**config.mk**
```make
export PLATFORM = sky130hd
export DESIGN_NAME = arf132b256e1r1w0cbbehcaa4acw_acc_ctl_flat
export DESIGN_NICKNAME = d
export VERILOG_FILES = /design/src/rtl/arf132b256e1r1w0cbbehcaa4acw_pkg.sv /design/src/rtl/arf132b256e1r1w0cbbehcaa4acw_acc_ctl_if.sv /design/src/rtl/arf132b256e1r1w0cbbehcaa4acw_rr_arb2.sv /design/src/rtl/arf132b256e1r1w0cbbehcaa4acw_acc_ctl.sv /design/src/flat_wrapper.sv
export SDC_FILE = /design/constraint.sdc
export NUM_CORES = 1
export LEC_CHECK = 0
export CAP_MARGIN = 20
export CORE_AREA = 2 2 275 277
export CTS_BUF_LIST = sky130_fd_sc_hd__clkbuf_4 sky130_fd_sc_hd__clkbuf_8 sky130_fd_sc_hd__clkbuf_16
export DETAILED_ROUTE_END_ITERATION = 16
export DIE_AREA = 0 0 277 279
export PLACE_DENSITY = 0.47
export SETUP_SLACK_MARGIN = 0.02
export SKIP_LAST_GASP = 1
export SYNTH_ARGS = -nofsm -noshare
export SYNTH_HDL_FRONTEND = slang
export SYNTH_SLANG_ARGS = --single-unit
```
**constraint.sdc**
```tcl
create_clock -name clk -period 4.2 [get_ports clk]
set_input_delay 0.42 -clock clk [delete_from_list [all_inputs] [get_ports clk]]
set_output_delay 0.42 -clock clk [all_outputs]
set_load 0.005 [all_outputs]
```
**src/rtl/arf132b256e1r1w0cbbehcaa4acw_pkg.sv**
```systemverilog
// Shared constants and types for the 132x256 1R1W register file access controller.
package arf132b256e1r1w0cbbehcaa4acw_pkg;

    localparam int WIDTH = 132;
    localparam int DEPTH = 256;
    localparam int AW    = $clog2(DEPTH);

    typedef enum logic {
        ST_INIT = 1'b0,
        ST_RUN  = 1'b1
    } state_e;

    typedef struct packed {
        logic [AW-1:0]    addr;
        logic [WIDTH-1:0] data;
    } wr_req_t;

endpackage

```
**src/rtl/arf132b256e1r1w0cbbehcaa4acw_acc_ctl_if.sv**
```systemverilog
// Requester-side bus of the access controller: two write requesters and one reader.
interface arf132b256e1r1w0cbbehcaa4acw_acc_ctl_if;
    import arf132b256e1r1w0cbbehcaa4acw_pkg::*;

    logic             wa_valid;
    logic             wa_ready;
    logic [AW-1:0]    wa_addr;
    logic [WIDTH-1:0] wa_data;
    logic             wb_valid;
    logic             wb_ready;
    logic [AW-1:0]    wb_addr;
    logic [WIDTH-1:0] wb_data;
    logic             rd_valid;
    logic             rd_ready;
    logic [AW-1:0]    rd_addr;
    logic             rd_rsp_valid;
    logic [WIDTH-1:0] rd_rsp_data;

    modport master (
        output wa_valid, wa_addr, wa_data,
        input  wa_ready,
        output wb_valid, wb_addr, wb_data,
        input  wb_ready,
        output rd_valid, rd_addr,
        input  rd_ready, rd_rsp_valid, rd_rsp_data
    );

    modport slave (
        input  wa_valid, wa_addr, wa_data,
        output wa_ready,
        input  wb_valid, wb_addr, wb_data,
        output wb_ready,
        input  rd_valid, rd_addr,
        output rd_ready, rd_rsp_valid, rd_rsp_data
    );

endinterface

```
**src/rtl/arf132b256e1r1w0cbbehcaa4acw_rr_arb2.sv**
```systemverilog
// Two-requester round-robin arbiter; the pointer only moves after a contested grant.
module arf132b256e1r1w0cbbehcaa4acw_rr_arb2
    import arf132b256e1r1w0cbbehcaa4acw_pkg::*;
(
    input  logic       clk,
    input  logic       rstb,
    input  logic [1:0] valid,
    output logic [1:0] grant
);

    // ptr_q = 0 favours requester 0 (A), 1 favours requester 1 (B)
    logic ptr_q;
    logic ptr_d;

    always_comb begin
        grant = valid;
        ptr_d = ptr_q;
        if (&valid) begin
            grant = ptr_q ? 2'b10 : 2'b01;
            ptr_d = ~ptr_q;
        end
    end

    always_ff @(posedge clk or negedge rstb) begin
        if (!rstb) begin
            ptr_q <= 1'b0;
        end else begin
            ptr_q <= ptr_d;
        end
    end

endmodule

```
**src/rtl/arf132b256e1r1w0cbbehcaa4acw_acc_ctl.sv**
```systemverilog
// Access controller: init sweep, round-robin write port arbitration, 1-cycle read with write bypass.
module arf132b256e1r1w0cbbehcaa4acw_acc_ctl
    import arf132b256e1r1w0cbbehcaa4acw_pkg::*;
#(
    parameter logic [WIDTH-1:0] INIT_VAL = '0
) (
    input  logic                                     clk,
    input  logic                                     rstb,
    input  logic                                     init_start,
    output logic                                     init_done,
    arf132b256e1r1w0cbbehcaa4acw_acc_ctl_if.slave    req,
    output logic                                     arf_wr_en,
    output logic [AW-1:0]                            arf_wr_addr,
    output logic [WIDTH-1:0]                         arf_wr_data,
    output logic                                     arf_rd_en,
    output logic [AW-1:0]                            arf_rd_addr,
    input  logic [WIDTH-1:0]                         arf_rd_data
);

    state_e           state_q, state_d;
    logic [AW-1:0]    cnt_q, cnt_d;
    logic             rsp_valid_q, rsp_valid_d;
    logic             bypass_q, bypass_d;
    logic [WIDTH-1:0] wdata_q, wdata_d;

    logic             run;
    logic [1:0]       arb_valid;
    logic [1:0]       grant;
    logic             wr_grant;
    logic             rd_accept;
    wr_req_t          wr_sel;

    assign run       = (state_q == ST_RUN);
    assign arb_valid = {req.wb_valid, req.wa_valid} & {2{run}};
    assign wr_grant  = |grant;

    arf132b256e1r1w0cbbehcaa4acw_rr_arb2 u_arb (
        .clk   (clk),
        .rstb  (rstb),
        .valid (arb_valid),
        .grant (grant)
    );

    assign req.wa_ready = grant[0];
    assign req.wb_ready = grant[1];

    always_comb begin
        if (grant[1]) begin
            wr_sel.addr = req.wb_addr;
            wr_sel.data = req.wb_data;
        end else begin
            wr_sel.addr = req.wa_addr;
            wr_sel.data = req.wa_data;
        end
    end

    // The sweep write is qualified with rstb so the array sees no write while reset is held.
    always_comb begin
        state_d     = state_q;
        cnt_d       = cnt_q;
        init_done   = 1'b0;
        arf_wr_en   = 1'b0;
        arf_wr_addr = '0;
        arf_wr_data = '0;
        case (state_q)
            ST_INIT: begin
                arf_wr_en   = rstb;
                arf_wr_addr = cnt_q;
                arf_wr_data = INIT_VAL;
                cnt_d       = cnt_q + AW'(1);
                if (cnt_q == AW'(DEPTH - 1)) begin
                    state_d = ST_RUN;
                end
            end
            ST_RUN: begin
                init_done = 1'b1;
                if (wr_grant) begin
                    arf_wr_en   = 1'b1;
                    arf_wr_addr = wr_sel.addr;
                    arf_wr_data = wr_sel.data;
                end
                if (init_start) begin
                    state_d = ST_INIT;
                    cnt_d   = '0;
                end
            end
            default: begin
                state_d = ST_INIT;
                cnt_d   = '0;
            end
        endcase
    end

    assign req.rd_ready = run;
    assign rd_accept    = run & req.rd_valid;
    assign arf_rd_en    = rd_accept;
    assign arf_rd_addr  = rd_accept ? req.rd_addr : '0;

    // A same-cycle write to the read address wins over the array's stale read data.
    always_comb begin
        rsp_valid_d = rd_accept;
        bypass_d    = rd_accept & wr_grant & (wr_sel.addr == req.rd_addr);
        wdata_d     = bypass_d ? wr_sel.data : wdata_q;
    end

    assign req.rd_rsp_valid = rsp_valid_q;
    assign req.rd_rsp_data  = rsp_valid_q ? (bypass_q ? wdata_q : arf_rd_data) : '0;

    always_ff @(posedge clk or negedge rstb) begin
        if (!rstb) begin
            state_q     <= ST_INIT;
            cnt_q       <= '0;
            rsp_valid_q <= 1'b0;
            bypass_q    <= 1'b0;
            wdata_q     <= '0;
        end else begin
            state_q     <= state_d;
            cnt_q       <= cnt_d;
            rsp_valid_q <= rsp_valid_d;
            bypass_q    <= bypass_d;
            wdata_q     <= wdata_d;
        end
    end

endmodule

```
**src/flat_wrapper.sv**
```systemverilog
// flat-port wrapper written by rule: the top's interface ports become plain ports
module arf132b256e1r1w0cbbehcaa4acw_acc_ctl_flat import arf132b256e1r1w0cbbehcaa4acw_pkg::*;
#(
    parameter logic [WIDTH-1:0] INIT_VAL = '0
)
  (clk, rstb, init_start, init_done, arf_wr_en, arf_wr_addr, arf_wr_data, arf_rd_en, arf_rd_addr, arf_rd_data, req_wa_valid, req_wa_addr, req_wa_data, req_wa_ready, req_wb_valid, req_wb_addr, req_wb_data, req_wb_ready, req_rd_valid, req_rd_addr, req_rd_ready, req_rd_rsp_valid, req_rd_rsp_data);
  arf132b256e1r1w0cbbehcaa4acw_acc_ctl_if req_i ();
  input  logic clk;
  input  logic rstb;
  input  logic init_start;
  output logic init_done;
  output logic arf_wr_en;
  output logic [AW-1:0] arf_wr_addr;
  output logic [WIDTH-1:0] arf_wr_data;
  output logic arf_rd_en;
  output logic [AW-1:0] arf_rd_addr;
  input  logic [WIDTH-1:0] arf_rd_data;
  input wire logic [$bits(req_i.wa_valid)-1:0] req_wa_valid;
  input wire logic [$bits(req_i.wa_addr)-1:0] req_wa_addr;
  input wire logic [$bits(req_i.wa_data)-1:0] req_wa_data;
  output wire logic [$bits(req_i.wa_ready)-1:0] req_wa_ready;
  input wire logic [$bits(req_i.wb_valid)-1:0] req_wb_valid;
  input wire logic [$bits(req_i.wb_addr)-1:0] req_wb_addr;
  input wire logic [$bits(req_i.wb_data)-1:0] req_wb_data;
  output wire logic [$bits(req_i.wb_ready)-1:0] req_wb_ready;
  input wire logic [$bits(req_i.rd_valid)-1:0] req_rd_valid;
  input wire logic [$bits(req_i.rd_addr)-1:0] req_rd_addr;
  output wire logic [$bits(req_i.rd_ready)-1:0] req_rd_ready;
  output wire logic [$bits(req_i.rd_rsp_valid)-1:0] req_rd_rsp_valid;
  output wire logic [$bits(req_i.rd_rsp_data)-1:0] req_rd_rsp_data;
  assign req_i.wa_valid = req_wa_valid;
  assign req_i.wa_addr = req_wa_addr;
  assign req_i.wa_data = req_wa_data;
  assign req_wa_ready = req_i.wa_ready;
  assign req_i.wb_valid = req_wb_valid;
  assign req_i.wb_addr = req_wb_addr;
  assign req_i.wb_data = req_wb_data;
  assign req_wb_ready = req_i.wb_ready;
  assign req_i.rd_valid = req_rd_valid;
  assign req_i.rd_addr = req_rd_addr;
  assign req_rd_ready = req_i.rd_ready;
  assign req_rd_rsp_valid = req_i.rd_rsp_valid;
  assign req_rd_rsp_data = req_i.rd_rsp_data;
  arf132b256e1r1w0cbbehcaa4acw_acc_ctl #(.INIT_VAL(INIT_VAL)) u_core (.clk(clk), .rstb(rstb), .init_start(init_start), .init_done(init_done), .req(req_i), .arf_wr_en(arf_wr_en), .arf_wr_addr(arf_wr_addr), .arf_wr_data(arf_wr_data), .arf_rd_en(arf_rd_en), .arf_rd_addr(arf_rd_addr), .arf_rd_data(arf_rd_data));
endmodule
```
---- After elaboration in Yosys (flattened, before gate mapping) ----
Cells that the tools add are included.
storage, ports and cells
  bits in registers ....................... 144
  bits of input ports ..................... 426
  output and inout bits ................... 287
cells by class
  $add $sub $neg .......................... 1
  equality and inequality tests ........... 3
  multiplexer cells ....................... 18
  bitwise logic cells ..................... 6
  reduce and logical (&&, ||, !) cells .... 2
operators with widths
  kind                                         count
  2-to-1 mux 132 bit                           3
  case mux 132 bit (2 select lines)            1
  2-to-1 mux 140 bit                           1
  case mux 8 bit (2 select lines)              2
  2-to-1 mux 8 bit                             3
  adder 8 x 1 -> 8 bit, second input constant  1
  == test 8 bit                                1
  == test 8 bit, second input constant         1
  2-to-1 mux 1 bit                             4
  2-to-1 mux 2 bit                             2
  case mux 1 bit (2 select lines)              2
  bitwise AND 1 bit                            3
  bitwise AND 2 bit                            1
  != test 2 bit, second input constant         1
  inverter 1 bit                               2
  AND reduction 2 bit                          1
  OR reduction 2 bit                           1

---- Longest topological paths before layout ----
Gate-level depths: netlist (run 1).
  depth in word-level cells ............... 6
  depth in mapped cells ................... 10
  depth with buffers taken out ............ 5

---- Hierarchy ----
From an unflattened synthesis (run 1), not the netlist that was laid out.
second synthesis, totals
  cell total of the unflattened synthesis .. 1120
  area, all modules ....................... 10416.2 sq um
modules (own cells, without submodules)
  module                                times used  cells an instance  area each (sq um)  seq. area each (sq um)
  arf132b256e1r1w0cbbehcaa4acw_acc_ctl  1           1114               10359.9            3578.4
  arf132b256e1r1w0cbbehcaa4acw_rr_arb2  1           6                  56.3               25.0

---- Worst setup path before layout (run 1) ----
OpenSTA, ideal clock, no wires.
  kind .................................... register to output
  start ................................... register u_core.state_q, in the netlist u_core.req.rd_ready
  end ..................................... output arf_wr_data[28]
  arrival ................................. 1971 ps
  data required time ...................... 3780 ps
  setup slack ............................. 1809 ps
  cell stages (with the launch flop) ...... 10
  path through ............................ dfrtp_1 > buf_2 > nand2_2 > or2_1 > buf_2 > inv_2 > buf_2 > clkbuf_1 > mux2i_1 > nor2_1
between the ends
  cells in the longest elaborated chain, start to end .. 6
  elaborated cells between the ends (all ways) .. 8
RTL lines
  item                                                             RTL line                                                                                source
  start, declared                                                  arf132b256e1r1w0cbbehcaa4acw_acc_ctl.sv:20                                              state_e state_q, state_d;
  start signal, assigned                                           arf132b256e1r1w0cbbehcaa4acw_acc_ctl.sv:117                                             state_q <= state_d;
  bitwise AND 2 bit                                                arf132b256e1r1w0cbbehcaa4acw_acc_ctl.sv:34                                              assign arb_valid = {req.wb_valid, req.wa_valid} & {2{run}};
  AND reduction 2 bit                                              arf132b256e1r1w0cbbehcaa4acw_rr_arb2.sv:18                                              if (&valid) begin
  2-to-1 mux 2 bit                                                 arf132b256e1r1w0cbbehcaa4acw_rr_arb2.sv:18
  2-to-1 mux 140 bit / OR reduction 2 bit (equally long branches)  arf132b256e1r1w0cbbehcaa4acw_acc_ctl.sv:48, arf132b256e1r1w0cbbehcaa4acw_acc_ctl.sv:35
  2-to-1 mux 132 bit                                               arf132b256e1r1w0cbbehcaa4acw_acc_ctl.sv:77                                              if (wr_grant) begin
  case mux 132 bit (2 select lines) *                              arf132b256e1r1w0cbbehcaa4acw_acc_ctl.sv:65                                              case (state_q)
  end, declared                                                    flat_wrapper.sv:14                                                                      output logic [WIDTH-1:0] arf_wr_data;
Every way passes the cells marked *; elsewhere a longest branch is shown, timed or not.

---- Final worst setup path (run 1) ----
  start ................................... input req_wb_valid
  end ..................................... output arf_wr_data[60]
between the ends
  cells in the longest elaborated chain, start to end .. 6
  elaborated cells between the ends (all ways) .. 7
RTL lines
  item                                                             RTL line                                                                                source
  start, declared                                                  flat_wrapper.sv:22                                                                      input wire logic [$bits(req_i.wb_valid)-1:0] req_wb_valid;
  bitwise AND 2 bit *                                              arf132b256e1r1w0cbbehcaa4acw_acc_ctl.sv:34
  AND reduction 2 bit                                              arf132b256e1r1w0cbbehcaa4acw_rr_arb2.sv:18
  2-to-1 mux 2 bit *                                               arf132b256e1r1w0cbbehcaa4acw_rr_arb2.sv:18
  2-to-1 mux 140 bit / OR reduction 2 bit (equally long branches)  arf132b256e1r1w0cbbehcaa4acw_acc_ctl.sv:48, arf132b256e1r1w0cbbehcaa4acw_acc_ctl.sv:35
  2-to-1 mux 132 bit *                                             arf132b256e1r1w0cbbehcaa4acw_acc_ctl.sv:77
  case mux 132 bit (2 select lines) *                              arf132b256e1r1w0cbbehcaa4acw_acc_ctl.sv:65
Marked as above.

==> results.sh, run 1 <==
export IMPL_status="finished, final reports clean"
export IMPL_synth_common_cells="403 x mux2i_1, 144 x dfrtp_1, 143 x inv_1"
export IMPL_cts_tree="done"
export IMPL_hpwl_mm=40.9
export IMPL_design_die_area_um2=77300
export IMPL_fin_setup_tns_ns=0
export IMPL_finalCritPeriodShare_pct=87.4
export IMPL_hold_viol=0
export IMPL_yosysTopAreaCell="mux2i_1"
export IMPL_fillCellCount=7953
export IMPL_grt_pass1_vias=11100
export IMPL_cp_end_kind="output pin"
export IMPL_power_total_w=0.00404
export IMPL_grt_max_degree=77
export IMPL_ant_nets=0
export IMPL_final_area_um2=19400
export IMPL_ys_types=39
export IMPL_gp_congestion=0.900
export IMPL_rr_worst_depth=8
export IMPL_ys_flop_type="dfrtp_1"
export IMPL_whs_endpoint="u_core.cnt_q[0]"
export IMPL_arrival_ns=3.25
export IMPL_grt_first_pass_wirelength_mm=74.0
export IMPL_clk_insertion_delay_late_ns=0.46
export IMPL_vias_per_cell=3.70
export IMPL_drt_wl_total_mm=50.8
export IMPL_cts_buffers=17
export IMPL_antenna_found_initial=5
export IMPL_start_util_pct=14.2
export IMPL_r2r_end="u_core.wdata_q[114]"
export IMPL_core_um2=74100
export IMPL_drc_errors=0
export IMPL_cts_buffer_depth=2
export IMPL_drv_cap=0
export IMPL_nNetsFinal=2234
export IMPL_globalRouteTotalUtil_pct=12.8
export IMPL_min_from="u_core.cnt_q[0]"
export IMPL_crit_fanout=43
export IMPL_portBuffers=712
export IMPL_r2r_start="u_core.req.rd_ready"
export IMPL_power_density_nw_per_um2=208
export IMPL_synth_area_per_cell_um2=9.35
export IMPL_path_clk_slew_ns=0.07
export IMPL_fin_crit_ns=3.67
export IMPL_synthCells=1124
export IMPL_dp_cells=2756
export IMPL_wl_per_cell_um=18.2
export IMPL_setup_viol=0
export IMPL_relSlewSlack_pct=47.9
export IMPL_tightestPinTransition_ns=0.782
export IMPL_cts_max_level=4
export IMPL_fmax_ghz=0.272
export IMPL_synth_seq_cells=144
export IMPL_area_delta_synth_final_pct=84.8
export IMPL_reg2reg_slack_ns=1.13
export IMPL_row_count=100
export IMPL_final_cells=2793
export IMPL_rsz0062_at_grt="no"
export IMPL_cts_root_buf="clkbuf_16"
export IMPL_cts_sinks=144
export IMPL_final_layout_size_suffix_gt1_share_pct=4.01
export IMPL_synthesis_area_um2=10500
export IMPL_cts_setup_buffers=0
export IMPL_drt_iter0_drc=319
export IMPL_synth_warning_count=0
export IMPL_hp_class="register to register"
export IMPL_fp_dieH_um=279
export IMPL_final_setup_skew_ns=0.00835
export IMPL_ys_top_cells_by_area="mux2i_1 38%, dfrtp_1 34%, nor2b_1 7.9%, inv_1 5.1%, nor2_1 4.8%"
export IMPL_drtPass1Iterations=4
export IMPL_worstSetupStartpointType="primary input"
export IMPL_ios=713
export IMPL_yosysMostFrequentCell="mux2i_1"
export IMPL_worst_ep_required_time_ns=3.78
export IMPL_async_reset_ff_share_pct=100
export IMPL_ir_worst_vdd_v=0.000200
export IMPL_p_leak_nw=7.09
export IMPL_synth_edff_count=0
export IMPL_ys_seq_area_share_pct=34.3
export IMPL_synthesis_nets=1551
export IMPL_critPathKind="primary input to output pin"
export IMPL_die_x_um=277
export IMPL_post_synth_top_area_fraction_pct=38.4
export IMPL_overflow=0
export IMPL_drv_slew=0
export IMPL_vias=10300
export IMPL_worstHoldPathCells=1
export IMPL_place_area_um2=18800
## repair_timing
item                                   CTS  global route
hold buffers                             1             0
endpoints found under the hold margin   50             0
gates resized for setup                  0             0
## kinds of logic after synthesis
family                   Yosys count  share of synthesized area (%)
buffers and inverters            226                           9.26
XOR/XNOR                          18                           1.50
adder cells (fa/ha/maj)            1                          0.119
flip-flops                       144                           34.3
AND/OR/NAND/NOR                  301                           14.5
AO/OA/AOI/OAI                     31                           1.99
multiplexers                     403                           38.4
## sequential cells by signal, summed over array words and instances, names as in the netlist
name                     cells
u_core.wdata_q             132
u_core.req.rd_ready          1
u_core.cnt_q                 8
u_core.bypass_q              1
u_core.req.rd_rsp_valid      1
u_core.u_arb.ptr_q           1
## through the flow
stage          setup slack [ns]  hold slack [ns]  util (%)
2_1_floorplan              1.81            0.124         -
3_3_place_gp              0.555            0.442      25.4
3_5_place_dp              0.504            0.443      25.4
4_1_cts                   0.570            0.487      26.2
5_1_grt                   0.448            0.498      26.2
6_report                  0.530            0.485      26.2
## per-layer routing
metal  wire length [um]  track usage [%]  vias to the layer above
met4               1100             4.36                        0
met1              20300             14.3                     4868
met2              26700             23.6                      361
met5                  0                0                        -
met3               2620             3.25                       41
li1                   -                -                     5059
## cells in the final DEF, fill, tap and decap left out, drive strengths merged, types with 2 or more instances in the layout
cell type      count
clkdlybuf4s50    711
mux2i            403
inv              147
dfrtp            144
nor2             134
nor2b            133
buf               34
clkbuf            21
o22ai             13
xnor2             12
nand2             10
and3               9
xor2               6
o21ai              6
diode              4
nand3              4
clkinvlp           4
a21oi              2
o2bb2ai            2
nor3b              2
or3                2
nand2b             2
nor3               2
bufinv             2
a2111oi            2
clkinv             2
## final cells by class
| type | count | area, um2 | share of cell area, % |
|---|---|---|---|
| Timing Repair Buffer | 746 | 7500 | 38.6 |
| Clock inverter | 11 | 130 | 0.670 |
| Antenna cell | 4 | 10.0 | 0.0515 |
| Sequential cell | 144 | 3610 | 18.6 |
| Tap cell | 969 | 1210 | 6.24 |
| Clock buffer | 21 | 468 | 2.41 |
| Inverter | 144 | 548 | 2.82 |
| Multi-Input combinational cell | 754 | 5950 | 30.6 |
## report_power, final
group / total, W / leakage, nW / switching, W / internal (W)
Sequential: 0.00148 / 1.30 / 0.0000520 / 0.00143
Combinational: 0.000925 / 5.50 / 0.000337 / 0.000588
Clock: 0.00163 / 0.284 / 0.000701 / 0.000924
Total: 0.00404 / 7.09 / 0.00109 / 0.00294
## worst max path at each step
stage | start | endpoint | slack (ns) | cells past startpoint
after floorplan | u_core.req.rd_ready | arf_wr_data[28] | 1.81 | 9
after global placement | req_wb_valid | u_core.wdata_q[114] | 0.56 | 8
after detailed placement | req_wb_valid | u_core.wdata_q[114] | 0.50 | 8
after CTS | req_wb_valid | arf_wr_data[49] | 0.57 | 8
after global routing | req_wb_valid | arf_wr_data[15] | 0.45 | 9
final | req_wb_valid | arf_wr_data[60] | 0.53 | 8
## worst max-delay path: stages
cell and delay (ns):
clkdlybuf4s50_1 0.62, nand2_2 0.13, or2_1 0.37, inv_8 0.22, buf_12 0.29, mux2i_1 0.53, nor2_1 0.08, clkdlybuf4s50_1 0.47
(Power assumes the default switching activity.)
==> run 2, diff against run 1 <==
--- a/config.mk
+++ b/config.mk
@@ -10,6 +10,7 @@
 export CTS_BUF_LIST = sky130_fd_sc_hd__clkbuf_4 sky130_fd_sc_hd__clkbuf_8 sky130_fd_sc_hd__clkbuf_16
 export DETAILED_ROUTE_END_ITERATION = 16
 export DIE_AREA = 0 0 277 279
+export MAX_ROUTING_LAYER = met4
 export PLACE_DENSITY = 0.47
 export SETUP_SLACK_MARGIN = 0.02
 export SKIP_LAST_GASP = 1
==> run 2 against run 1 <==
Effect of this change: via count hardly changed; hold slack hardly changed; highest routed layer unchanged; sequential power hardly changed; final area hardly changed; die area stayed put; sequential share of layout area hardly changed; wire length is 0.29% lower; largest cell class unchanged.
==> results.sh, run 2 (synthesis results as in run 1) <==
export IMPL_rr_worst_depth=8
export IMPL_hpwl_mm=40.9
export IMPL_final_common_cell="clkdlybuf4s50_1"
export IMPL_fillCellCount=7953
export IMPL_reg2reg_slack_ns=1.16
export IMPL_min_from="u_core.cnt_q[0]"
export IMPL_final_area_um2=19400
export IMPL_area_delta_synth_final_pct=84.9
export IMPL_cp_slowest_cell="clkdlybuf4s50_1"
export IMPL_crit_chain="clkdlybuf4s50_1 -> nand2_2 -> or2_1 -> inv_8 -> buf_12 -> mux2i_1 -> nor2_1 -> clkdlybuf4s50_1"
export IMPL_hold_viol=0
export IMPL_layout_common_cells="711 x clkdlybuf4s50_1, 403 x mux2i_1, 143 x inv_1, 142 x dfrtp_1, 134 x nor2_1"
export IMPL_place_area_um2=18800
export IMPL_drt_iter0_drc=367
export IMPL_whs_endpoint="u_core.cnt_q[0]"
export IMPL_fin_setup_tns_ns=0
export IMPL_cts_tree="done"
export IMPL_core_um2=74100
export IMPL_cts_max_level=4
export IMPL_row_count=100
export IMPL_status="finished, final reports clean"
export IMPL_largest_register="u_core.wdata_q"
export IMPL_switching_share_pct=27.0
export IMPL_worstSetupStartpointType="primary input"
export IMPL_p_seq_share_pct=36.8
export IMPL_antenna_found_initial=5
export IMPL_cts_sinks=144
export IMPL_worst_ep_required_time_ns=3.78
export IMPL_reg_top3="u_core.wdata_q x132, u_core.cnt_q x8"
export IMPL_cp_common_cell="clkdlybuf4s50_1"
export IMPL_drtPass1Iterations=4
export IMPL_clk_insertion_delay_late_ns=0.46
export IMPL_arrival_ns=3.25
export IMPL_cts_buffers=17
export IMPL_fmax_ghz=0.273
export IMPL_wl_per_cell_um=18.1
export IMPL_rsz0062_at_grt="no"
export IMPL_cts_resized=0
export IMPL_fin_crit_ns=3.67
export IMPL_setup_viol=0
export IMPL_p_sw_w=0.00109
export IMPL_overflow=0
export IMPL_hp_class="register to register"
export IMPL_critPathKind="primary input to output pin"
export IMPL_cp_end_kind="output pin"
export IMPL_comb_power_share_pct=22.9
export IMPL_ir_worst_vdd_v=0.000199
export IMPL_vias=10300
export IMPL_drc_errors=0
export IMPL_globalRouteTotalUtil_pct=13.2
export IMPL_cts_buffer_depth=2
export IMPL_start_util_pct=14.2
export IMPL_design_die_area_um2=77300
export IMPL_r2r_end="u_core.wdata_q[8]"
export IMPL_finalCritPeriodShare_pct=87.3
export IMPL_ant_nets=0
export IMPL_crit_fanout=43
export IMPL_clockPowerShare_pct=40.3
export IMPL_ios=713
export IMPL_r2r_start="u_core.req.rd_ready"
export IMPL_relSlewSlack_pct=47.9
export IMPL_grt_max_degree=77
export IMPL_tightestPinTransition_ns=0.781
export IMPL_final_setup_skew_ns=0.00967
export IMPL_portBuffers=712
export IMPL_final_layout_size_suffix_gt1_share_pct=4.01
export IMPL_p_leak_nw=7.09
export IMPL_worstHoldPathCells=1
export IMPL_p_int_w=0.00295
export IMPL_cts_root_buf="clkbuf_16"
export IMPL_grt_pass1_vias=11100
export IMPL_fp_dieH_um=279
export IMPL_die_x_um=277
export IMPL_gp_congestion=0.915
export IMPL_largest_register_ff_count=132
export IMPL_drv_slew=0
export IMPL_drt_wl_total_mm=50.6
export IMPL_grt_first_pass_wirelength_mm=73.9
export IMPL_slowest_delay_ns=0.62
export IMPL_power_density_nw_per_um2=208
export IMPL_vias_per_cell=3.70
export IMPL_nNetsFinal=2234
export IMPL_path_clk_slew_ns=0.07
export IMPL_drv_cap=0
run 2: changes by cell type in the layout (fill, tap and decap cells not counted):
| cell | delta |
|---|---|
| diode_2 | +1 |
run 2: repair_timing:
action                    CTS  global route
hold endpoints to repair   50             0
hold buffers                1             0
buffers inserted            0             0
run 2: final cells by class:
| cell class | count | area (um2) | share of cell area (%) |
|---|---|---|---|
| Inverter | 144 | 548 | 2.82 |
| Timing Repair Buffer | 746 | 7500 | 38.6 |
| Antenna cell | 5 | 12.5 | 0.0644 |
| Sequential cell | 144 | 3610 | 18.6 |
| Tap cell | 969 | 1210 | 6.24 |
| Clock buffer | 21 | 468 | 2.41 |
| Multi-Input combinational cell | 754 | 5950 | 30.6 |
| Clock inverter | 11 | 130 | 0.670 |
run 2: power groups by stage:
| stage | Sequential [W] | Combinational (W) | Clock (W) |
|---|---|---|---|
| finish | 0.00148 | 0.000925 | 0.00163 |
| detailed placement | 0.00151 | 0.000934 | 0 |
| floorplan | 0.00149 | 0.000286 | 0 |
| global route | 0.00149 | 0.00100 | 0.00176 |
| CTS | 0.00148 | 0.000942 | 0.00172 |
| global placement | 0.00151 | 0.000927 | 0 |
run 2: worst max-delay path: cells and delay by family:
kind | cells | cell delay [ns]
buf+inv | 4 | 1.60
simple gates | 3 | 0.58
mux | 1 | 0.54
run 2: how the worst max path moves through the flow:
stage / slack, ns / end / cells after the start / from
final: 0.53 / arf_wr_data[60] / 8 / req_wb_valid
after detailed placement: 0.50 / u_core.wdata_q[114] / 8 / req_wb_valid
after global placement: 0.56 / u_core.wdata_q[114] / 8 / req_wb_valid
after global routing: 0.45 / arf_wr_data[15] / 9 / req_wb_valid
after CTS: 0.57 / arf_wr_data[49] / 8 / req_wb_valid
after floorplan: 1.81 / arf_wr_data[28] / 9 / u_core.req.rd_ready
run 2: routing by layer:
metal  GRT usage, %  part of all wire, %  vias up
met5              -                    0        -
met2           23.6                   53      350
met1           14.5                   40     4878
met4           4.39                  2.2        0
met3           2.90                  4.6       45
li1               -                    -     5057
run 2: through the flow:
stage                     setup WS [ns]  cells  util, %  hold WS (ns)  total power [W]
after floorplan                    1.81   1124        -         0.124          0.00178
after global placement            0.555   2756     25.4         0.442          0.00243
after detailed placement          0.504   2756     25.4         0.443          0.00244
after CTS                         0.570   2789     26.2         0.487          0.00414
after global routing              0.447   2794     26.2         0.498          0.00425
final                             0.531   2794     26.2         0.486          0.00404
==> run 3, diff against run 2 <==
==> constraint.sdc (replaced) <==
create_clock -name clk -period 4.2 [get_ports clk]
set_input_delay 0.63 -clock clk [delete_from_list [all_inputs] [get_ports clk]]
set_output_delay 0.63 -clock clk [all_outputs]
set_load 0.005 [all_outputs]
==> run 3 against run 2 <==
Effect of this change: register-to-register slack gained 0.17 ns; critical path depth did not move; highest routed layer unchanged; worst setup slack lost 0.30 ns; utilization rose by 0.19 points; sequential cell count did not move; first-iteration DRC count is 13% lower; sequential power about the same; clock-buffer cell count stayed put.
==> results.sh, run 3 (synthesis results as in run 1) <==
export IMPL_status="finished, final reports clean"
export IMPL_ant_nets=0
export IMPL_core_um2=74100
export IMPL_fin_setup_tns_ns=0
export IMPL_vias=10500
export IMPL_finalCritPeriodShare_pct=94.4
export IMPL_worst_ep_required_time_ns=3.57
export IMPL_wl_met1_mm=20.3
export IMPL_cp_slowest_cell="clkdlybuf4s50_1"
export IMPL_clk_insertion_delay_late_ns=0.46
export IMPL_cts_tree="done"
export IMPL_row_count=100
export IMPL_final_cells=2804
export IMPL_grt_pass1_vias=11200
export IMPL_rr_worst_depth=8
export IMPL_cts_setup_buffers=0
export IMPL_crit_chain="clkdlybuf4s50_1 -> nand2_2 -> or2_1 -> inv_8 -> buf_12 -> mux2i_1 -> nor2_1 -> clkdlybuf4s50_1"
export IMPL_final_setup_skew_ns=0.0101
export IMPL_highest_layer="met4"
export IMPL_cts_max_level=4
export IMPL_tightestPinTransition_ns=0.703
export IMPL_ir_worst_vdd_v=0.000234
export IMPL_ios=713
export IMPL_drc_errors=0
export IMPL_cp_common_cell="clkdlybuf4s50_1"
export IMPL_final_layout_size_suffix_gt1_share_pct=4.43
export IMPL_area_delta_synth_final_pct=86.2
export IMPL_slowest_delay_ns=0.62
export IMPL_grt_first_pass_wirelength_mm=75.1
export IMPL_cts_buffers=17
export IMPL_drt_wl_total_mm=52.2
export IMPL_overflow=0
export IMPL_largest_register="u_core.wdata_q"
export IMPL_portBuffers=712
export IMPL_nNetsFinal=2242
export IMPL_arrival_ns=3.34
export IMPL_rsz0062_at_grt="no"
export IMPL_wl_per_cell_um=18.6
export IMPL_final_common_cell="clkdlybuf4s50_1"
export IMPL_worstHoldPathCells=1
export IMPL_drv_slew=0
export IMPL_setup_viol=0
export IMPL_drt_iter0_drc=318
export IMPL_cp_end_kind="output pin"
export IMPL_critPathKind="primary input to output pin"
export IMPL_largest_register_ff_count=132
export IMPL_grt_max_degree=78
export IMPL_cts_root_buf="clkbuf_16"
export IMPL_fmax_ghz=0.252
export IMPL_gp_congestion=0.892
export IMPL_hpwl_mm=41.7
export IMPL_dp_cells=2764
export IMPL_fin_crit_ns=3.97
export IMPL_power_density_nw_per_um2=216
export IMPL_relSlewSlack_pct=53.2
export IMPL_wl_met2_mm=27.4
export IMPL_drv_cap=0
export IMPL_routed_wl_met3_mm=2.99
export IMPL_cts_buffer_depth=2
export IMPL_die_x_um=277
export IMPL_antenna_found_initial=7
export IMPL_worstSetupStartpointType="primary input"
export IMPL_fillCellCount=7973
export IMPL_hp_class="register to register"
export IMPL_vias_per_cell=3.73
export IMPL_drtPass1Iterations=5
export IMPL_layout_common_cells="711 x clkdlybuf4s50_1, 403 x mux2i_1, 143 x inv_1, 142 x dfrtp_1, 134 x nor2_1"
export IMPL_p_leak_nw=7.17
export IMPL_start_util_pct=14.2
export IMPL_hold_viol=0
export IMPL_cts_sinks=144
export IMPL_fp_dieH_um=279
export IMPL_crit_fanout=44
export IMPL_reg2reg_slack_ns=1.33
export IMPL_globalRouteTotalUtil_pct=13.5
export IMPL_design_die_area_um2=77300
export IMPL_path_clk_slew_ns=0.07
export IMPL_reg_top3="u_core.wdata_q x132, u_core.cnt_q x8"
-- run 3: changes by cell type in the layout (fill, tap and decap cells not counted), sizes merged --
cell / previous run / this run
diode: 5 / 7
buf: 34 / 42
clkinvlp: 4 / 2
clkinv: 2 / 1
bufinv: 2 / 5
-- run 3: routing by layer --
layer	vias up	global-route usage (%)
li1	5073	-
met1	4965	14.2
met2	380	24.3
met3	48	3.51
met4	0	4.91
met5	-	-
-- run 3: repair_timing --
action,4_1_cts,5_1_grt
gates resized for setup,0,0
hold buffers,1,0
endpoints found under the hold margin,16,0
-- run 3: worst paths after layout --
| path | startpoint | endpoint |
|---|---|---|
| max reg2reg | u_core.req.rd_ready | u_core.wdata_q[109] |
| max in group asynchronous | rstb | u_core.req.rd_rsp_valid |
| min | u_core.cnt_q[0] | u_core.cnt_q[0] |
| min reg2reg | u_core.cnt_q[0] | u_core.cnt_q[0] |
| min in group asynchronous | rstb | u_core.wdata_q[15] |
| max | req_wb_valid | arf_wr_data[40] |
-- run 3: layout make-up --
class / instances / area (um2) / area share (%)
sequential: 144 / 3610 / 18.4
timing repair buffer: 754 / 7560 / 38.6
tap: 969 / 1210 / 6.19
multi-input combinational: 754 / 5950 / 30.4
inverter: 144 / 548 / 2.80
antenna: 7 / 17.5 / 0.0895
clock inverter: 11 / 200 / 1.02
clock buffer: 21 / 474 / 2.42
-- run 3: power by group --
group | leakage (nW) | total (W) | internal (W) | switching (W)
logic | 5.54 | 0.000928 | 0.000590 | 0.000338
clock network | 0.324 | 0.00182 | 0.00112 | 0.000700
registers | 1.30 | 0.00148 | 0.00143 | 0.0000512
-- run 3: worst max-delay path: cells and delay by family --
| family | cells | cell delay [ns] |
|---|---|---|
| muxes | 1 | 0.39 |
| buffers and inverters | 4 | 1.71 |
| and+or+nand+nor | 3 | 0.52 |
-- run 3: through the flow --
step | hold WS [ns] | cell area, um2 | power, W | setup slack, ns | util (%)
finish | 0.499 | 19600 | 0.00423 | 0.234 | 26.4
detailed placement | 0.484 | 18900 | 0.00245 | 0.145 | 25.5
floorplan | 0.334 | 10500 | 0.00178 | 1.43 | -
global route | 0.513 | 19600 | 0.00446 | 0.0600 | 26.4
CTS | 0.496 | 19600 | 0.00434 | 0.144 | 26.4
global placement | 0.475 | 18900 | 0.00244 | 0.154 | 25.5
